## src/rtl/mem_port_arbiter.sv

```systemverilog
// Arbitrates one single-port word SRAM between the instruction-fetch and data ports.
// Data wins by default; a fetch that keeps losing is let through once the starvation count saturates.
module mem_port_arbiter #(
    parameter  int unsigned MEM_WORDS    = 1024,
    parameter  int unsigned STARVE_LIMIT = 4,
    parameter  logic [31:0] OOR_INSTR    = 32'hdeadbeef,
    localparam int unsigned AW           = $clog2(MEM_WORDS)
) (
    input  logic          clk,
    input  logic          rst_n,
    input  logic          i_req,
    input  logic [31:0]   i_addr,
    output logic          i_gnt,
    output logic          i_rvalid,
    output logic [31:0]   i_rdata,
    input  logic          d_req,
    input  logic [31:0]   d_addr,
    input  logic [31:0]   d_wdata,
    input  logic [3:0]    d_wen,
    output logic          d_gnt,
    output logic          d_rvalid,
    output logic [31:0]   d_rdata,
    output logic          d_err,
    output logic          mem_en,
    output logic [AW-1:0] mem_addr,
    output logic [3:0]    mem_wen,
    output logic [31:0]   mem_wdata,
    input  logic [31:0]   mem_rdata
);

    localparam logic [31:0] ADDR_LIMIT = 32'(4 * MEM_WORDS);
    localparam logic [3:0]  STARVE_MAX = 4'(STARVE_LIMIT);

    typedef enum logic {
        ST_FLUSH,
        ST_RUN
    } state_t;

    typedef enum logic [1:0] {
        RSEL_NONE,
        RSEL_I,
        RSEL_D
    } rsel_t;

    state_t      r_state;
    state_t      w_state_nxt;
    rsel_t       r_rsel;
    rsel_t       w_rsel_nxt;
    logic        r_roor;
    logic        w_roor_nxt;
    logic [3:0]  r_starve_cnt;
    logic [31:0] r_i_rdata;
    logic [31:0] r_d_rdata;
    logic [31:0] w_i_rdata;
    logic [31:0] w_d_rdata;
    logic        w_i_oor;
    logic        w_d_oor;
    logic        w_starved;
    logic [AW-1:0] w_i_idx;
    logic [AW-1:0] w_d_idx;

    assign w_i_oor   = (i_addr >= ADDR_LIMIT);
    assign w_d_oor   = (d_addr >= ADDR_LIMIT);
    assign w_i_idx   = i_addr[AW+1:2];
    assign w_d_idx   = d_addr[AW+1:2];
    assign w_starved = (r_starve_cnt == STARVE_MAX);

    // State register
    always_ff @(posedge clk) begin
        if (!rst_n) begin
            r_state <= ST_FLUSH;
        end else begin
            r_state <= w_state_nxt;
        end
    end

    // Next state, arbitration and SRAM drive
    always_comb begin
        w_state_nxt = r_state;
        i_gnt       = 1'b0;
        d_gnt       = 1'b0;
        d_err       = 1'b0;
        mem_en      = 1'b0;
        mem_addr    = w_d_idx;
        mem_wen     = 4'b0000;
        mem_wdata   = d_wdata;
        w_rsel_nxt  = RSEL_NONE;
        w_roor_nxt  = 1'b0;

        case (r_state)
            ST_FLUSH: w_state_nxt = ST_RUN;
            ST_RUN: begin
                w_state_nxt = ST_RUN;
                // Grants are suppressed while reset is being asserted mid-run
                if (rst_n) begin
                    if (d_req && !(i_req && w_starved)) begin
                        d_gnt = 1'b1;
                    end else if (i_req) begin
                        i_gnt = 1'b1;
                    end
                end
            end
            default: w_state_nxt = ST_FLUSH;
        endcase

        if (i_gnt) begin
            mem_en     = !w_i_oor;
            mem_addr   = w_i_idx;
            w_rsel_nxt = RSEL_I;
            w_roor_nxt = w_i_oor;
        end

        if (d_gnt) begin
            mem_en  = !w_d_oor;
            mem_wen = w_d_oor ? 4'b0000 : d_wen;
            d_err   = w_d_oor;
            if (d_wen == 4'b0000) begin
                w_rsel_nxt = RSEL_D;
                w_roor_nxt = w_d_oor;
            end
        end
    end

    // Read-return stage, starvation counter and per-port data hold
    always_ff @(posedge clk) begin
        if (!rst_n) begin
            r_rsel       <= RSEL_NONE;
            r_roor       <= 1'b0;
            r_starve_cnt <= 4'd0;
            r_i_rdata    <= 32'd0;
            r_d_rdata    <= 32'd0;
        end else begin
            r_rsel <= w_rsel_nxt;
            r_roor <= w_roor_nxt;
            if (!i_req || i_gnt) begin
                r_starve_cnt <= 4'd0;
            end else if (d_gnt && !w_starved) begin
                r_starve_cnt <= r_starve_cnt + 4'd1;
            end
            if (r_rsel == RSEL_I) begin
                r_i_rdata <= w_i_rdata;
            end
            if (r_rsel == RSEL_D) begin
                r_d_rdata <= w_d_rdata;
            end
        end
    end

    assign w_i_rdata = (r_rsel == RSEL_I) ? (r_roor ? OOR_INSTR : mem_rdata) : r_i_rdata;
    assign w_d_rdata = (r_rsel == RSEL_D) ? (r_roor ? 32'd0 : mem_rdata) : r_d_rdata;

    // A reset arriving during the return cycle discards the pending response
    assign i_rvalid = rst_n && (r_rsel == RSEL_I);
    assign d_rvalid = rst_n && (r_rsel == RSEL_D);
    assign i_rdata  = rst_n ? w_i_rdata : 32'd0;
    assign d_rdata  = rst_n ? w_d_rdata : 32'd0;

endmodule

```

## config.mk

```make
export PLATFORM = sky130hd
export DESIGN_NAME = mem_port_arbiter
export DESIGN_NICKNAME = d
export VERILOG_FILES = /design/src/rtl/mem_port_arbiter.sv
export SDC_FILE = /design/constraint.sdc
export NUM_CORES = 1
export LEC_CHECK = 0
export BUFFER_PORTS_ARGS = -buffer_cell sky130_fd_sc_hd__buf_2
export CORE_ASPECT_RATIO = 1.75
export CORE_MARGIN = 5
export CORE_UTILIZATION = 38
export DETAILED_ROUTE_END_ITERATION = 8
export GPL_ROUTABILITY_DRIVEN = 0
export PLACE_DENSITY = 0.82
export SYNTH_ARGS = -nofsm -noshare
export SYNTH_HDL_FRONTEND = slang
export SYNTH_SLANG_ARGS = --single-unit
```

## constraint.sdc

```tcl
create_clock -name clk -period 1.75 [get_ports clk]
set_input_delay 0.2625 -clock clk [delete_from_list [all_inputs] [get_ports clk]]
set_output_delay 0.2625 -clock clk [all_outputs]
set_load 0.02 [all_outputs]
```

== Yosys cells after proc, flatten, opt, wreduce, memory -nomap -nowiden ==
Index checks and enable logic that the tools add are counted.
Word-level totals
  bits in registers: 72
  latch bits: 0
  RAM bits: 0
  bits in read-only memories: 0
  input port bits: 136
  output and inout bits: 116
  logic and storage cells: 52
  memories kept: 0
Cells by class
  add/subtract/negate cells: 1
  multiply operators: 0
  divide/modulo/power cells: 0
  $lt $le $gt $ge: 2
  eq/ne operators: 3
  shift operators: 0
  mux-type cells: 26
  bitwise logic cells: 1
  reductions and logical operators: 13
Operators with widths (count)
  $mux 32: 6
  $ge 32x13->1 const B: 2
  $mux 1: 15
  $mux 10: 1
  $mux 4: 2
  $logic_and 1x1->1: 5
  $logic_not 1->1: 5
  $add 4x1->4 const B: 1
  $eq 4x3->1 const B: 1
  $logic_not 4->1: 1
  $mux 2: 2
  $eq 2x1->1 const B: 1
  $eq 2x2->1 const B: 1
  $reduce_or 2->1: 1
  $logic_or 1x1->1: 1
  $not 1->1: 1

== Logic depth before layout (Yosys ltp) ==
  depth after elaboration: 10
  mapped depth: 8
  gate-level depth less buffers: 7

== Worst setup path after synthesis ==
No wires, ideal clock.
  path kind: register to output
  start point: register r_starve_cnt[0]
  end point: output port mem_addr[1]
  arrival: 1591 ps
  data required time: 1487 ps
  path slack: -103 ps
  cell stages (with the launch flop): 9
  buffers on the path: 2
  cells stage by stage: dfxtp_1 inv_1 ha_1 and3b_1 buf_6 o21ai_4 nor2_2 buf_6 mux2_4
On the way
  cells in the longest elaborated chain, start to end: 8
Ends and longest elaborated chain
  start: declaration: line 51  | logic [3:0] r_starve_cnt;
  start signal: assignment: line 138  | r_starve_cnt <= r_starve_cnt + 4'd1;
  $eq 4x3->1: line 66  | assign w_starved = (r_starve_cnt == STARVE_MAX);
  $logic_and 1x1->1: line 96  | if (d_req && !(i_req && w_starved)) begin
  $logic_not 1->1: line 96
  $logic_and 1x1->1: line 96
  $mux 1: line 96
  $mux 1: line 95  | if (rst_n) begin
  $mux 1: line 90  | case (r_state)
  via i_gnt: line 13  | output logic i_gnt,
  $mux 10: line 106  | if (i_gnt) begin
  end: declaration: line 25  | output logic [AW-1:0] mem_addr,
The timed path passes the listed nets, and every way through them passes these cells.

== Worst setup path in the final report ==
  start point: register r_starve_cnt[0]
  end point: output port mem_addr[7]
On the way
  cells in the longest elaborated chain, start to end: 8
Ends and longest elaborated chain (line)
  $eq 4x3->1: 66
  $logic_and 1x1->1: 96
  $logic_not 1->1: 96
  $logic_and 1x1->1: 96
  $mux 1: 96
  $mux 1: 95
  $mux 1: 90
  $mux 10: 106
Every way passes these cells.

==> impl_metrics.env <==
export IMPL_outcome="finished with violations"
export IMPL_violations="negative setup slack"
export IMPL_drc=0
export IMPL_ir_worst_vdd_v=0.000589
export IMPL_p_seq_share_pct=37.3
export IMPL_syn_nets=563
export IMPL_grt_pass1_wl_mm=22.5
export IMPL_p_leak_nw=2.88
export IMPL_port_buffers=183
export IMPL_numCtsBuffers=9
export IMPL_avgRoutedWirePerCell_um=20.3
export IMPL_switching_share_pct=23.8
export IMPL_hpwl_mm=8.78
export IMPL_grt_overflow=0
export IMPL_crit_path_cell_trace="inv_2 -> ha_4 -> and3b_2 -> o21ai_4 -> nor2_4 -> clkbuf_16 -> mux2_4 -> buf_6"
export IMPL_final_cell_mix="buf_2, dfxtp_1, buf_6"
export IMPL_fillCellCount=725
export IMPL_p_switching_mw=1.08
export IMPL_wl_met3_um=942
export IMPL_comb_power_share_pct=15.3
export IMPL_clock_latency_ns=0.33
export IMPL_drt_met1_wl_mm=5.26
export IMPL_clkSinkCount=72
export IMPL_synth_top_area_cell="dfxtp_1"
export IMPL_yosysUniqueCellTypes=32
export IMPL_routed_wirelength_mm=15.0
export IMPL_cp_max_fo=4
export IMPL_worst_path_buf_inv=3
export IMPL_crit_type="reg2out"
export IMPL_min_period_ns=2.18
export IMPL_grt_max_degree=45
export IMPL_dieArea_um2=12200
export IMPL_avgViaCountPerCell=5.52
export IMPL_synth_edff_count=0
export IMPL_clock_path_buffers=2
export IMPL_seq_area_um2=1460
export IMPL_die_x_um=85.6
export IMPL_synth_seq_cells=72
export IMPL_area_growth_pct=73.8
export IMPL_drive_gt1_share_pct=63.7
export IMPL_tightest_slew_ns=0.546
export IMPL_grt_pass1_vias=4562
export IMPL_cts_hold_buf=0
export IMPL_min_period_over_period_pct=124
export IMPL_clockRootBuffer="clkbuf_16"
export IMPL_core_um2=9850
export IMPL_p_clk_share_pct=47.4
export IMPL_internal_power_mw=3.45
export IMPL_startpoint_type="flip-flop"
export IMPL_detail_route_antenna_nets=0
export IMPL_antenna_cells=0
export IMPL_drt_pre_antenna_iters=4
export IMPL_synth_area_per_cell_um2=8.95
export IMPL_power_density_nw_per_um2=685
export IMPL_io_pin_count=252
export IMPL_rsz0062_at_grt="yes"
export IMPL_htree_levels=3
export IMPL_std_cell_rows=48
export IMPL_antenna_found_initial=0
export IMPL_ys_warn_count=0
export IMPL_multi_input_area_um2=2590
export IMPL_tritoncts="done"
export IMPL_finalMaxSlewViolations=0
export IMPL_relSlewSlack_pct=63.6
export IMPL_synth_top_cell_area_share_pct=37.9
export IMPL_synth_area_top_cells="dfxtp_1, a22o_1, nor3b_1"
export IMPL_grt_usage_pct=23.4
export IMPL_fmax_ghz=0.459
export IMPL_fin_area_um2=6610
export IMPL_drt_iter0_drc=184
export IMPL_routed_wl_met2_mm=8.07
export IMPL_async_flop_share_pct=0
export IMPL_slowest_stage="dfxtp_2"
export IMPL_arrival_ns=1.91
export IMPL_ys_flop_type="dfxtp_1"
export IMPL_clk_pin_slew_ns=0.06
export IMPL_place_area_um2=4730
export IMPL_hold_class="in2reg"
export IMPL_final_common_cell="buf_2"
export IMPL_syn_cell_area_um2=3800
export IMPL_fin_nets=748
export IMPL_critPathMaxStageDelay_ns=0.32
export IMPL_hold_ws_ns=0.158
export IMPL_die_y_um=142
export IMPL_finalHoldViolCount=0
export IMPL_final_cells=740
export IMPL_crit_required_ns=1.49
export IMPL_postSynthCellCount=425
export IMPL_worst_slack_ns=-0.427
export IMPL_critPathTopFamily="simple AND/OR/NAND/NOR gates"
export IMPL_yosysSeqAreaShare_pct=37.9
export IMPL_setup_violations=72
export IMPL_worst_setup_path_end_kind="output port"
export IMPL_dp_cells=690
export IMPL_fin_skew_ns=0.00528
export IMPL_highest_layer="met4"
export IMPL_drv_cap=0
export IMPL_num_vias=4085
export IMPL_start_util_pct=38.6
## cells in the mapped netlist (3+ instances only)
master,instances
clkbuf_1,18
mux2_4,8
nor4_1,11
nand3_1,5
a22o_1,48
inv_1,5
buf_2,6
nor3_1,25
xnor2_1,3
buf_6,6
nor3b_1,49
and2_1,5
nor2_1,32
nor2b_1,9
buf_4,35
dfxtp_1,72
nand2_1,37
a21boi_0,32
## power groups by stage
stage	clock network, mW	logic [mW]	registers [mW]
after floorplan	0	0.358	1.71
after global placement	0	0.468	1.71
after detailed placement	0	0.481	1.72
after CTS	2.15	0.651	1.69
after global routing	2.23	0.733	1.69
final	2.15	0.690	1.69
## area by class of cell
| type | count | area share [%] |
|---|---|---|
| Inverter | 5 | 0.322 |
| Tap cell | 125 | 2.37 |
| Clock buffer | 11 | 3.67 |
| Sequential cell | 72 | 22.0 |
| Multi-Input combinational cell | 284 | 39.2 |
| Clock inverter | 5 | 1.57 |
| Timing Repair Buffer | 238 | 30.8 |
## timing repair
| item | 4_1_cts | 5_1_grt |
|---|---|---|
| pin swaps | 43 | 22 |
| resized for setup | 287 | 52 |
| cloned | 10 | 1 |
| endpoints found under the setup margin | 82 | 81 |
| setup buffers | 19 | 9 |
## path summary, 6_finish.rpt
kind / start / end / slack (ns) / cells after the start
hold / removal: rst_n / r_state / 0.16 / 1
setup / recovery: r_starve_cnt[0] / mem_addr[7] / -0.43 / 8
setup reg to reg: r_rsel[1] / r_d_rdata[19] / 0.11 / 7
hold reg to reg: r_i_rdata[17] / r_i_rdata[17] / 0.48 / 2
## state kept, by name (all words and copies together), names as in the netlist
signal / count
r_state: 1
r_i_rdata: 32
r_d_rdata: 32
r_starve_cnt: 4
r_roor: 1
r_rsel: 2
## per-stage QoR
stage,worst slack (ns),util (%),total power [mW],TNS (ns)
after global placement,-0.181,48.0,2.18,-1.81
after global routing,-0.498,67.1,4.65,-17.91
final,-0.427,67.1,4.53,-13.04
after floorplan,-0.0542,-,2.07,-0.433
after detailed placement,-0.245,48.0,2.20,-2.60
after CTS,-0.436,65.0,4.49,-13.67
## cells by family (layout without fill, tap and decap cells)
family	after synthesis	in the layout	share of synthesized area, %
XOR/XNOR	3	3	0.691
AO/OA/AOI/OAI	86	86	18.7
buffers and inverters	70	259	11.7
multiplexers	10	10	3.75
adder cells (fa/ha/maj)	2	2	0.658
flip-flops	72	72	37.9
AND/OR/NAND/NOR	182	183	26.6
## layer usage
| layer | vias to the layer above | GRT usage [%] |
|---|---|---|
| met1 | 1954 | 23.6 |
| met4 | 0 | 15.1 |
| met2 | 215 | 43.0 |
| li1 | 1849 | - |
| met5 | - | 0 |
| met3 | 67 | 4.58 |
Note: power is estimated with default switching activity, not from simulation.
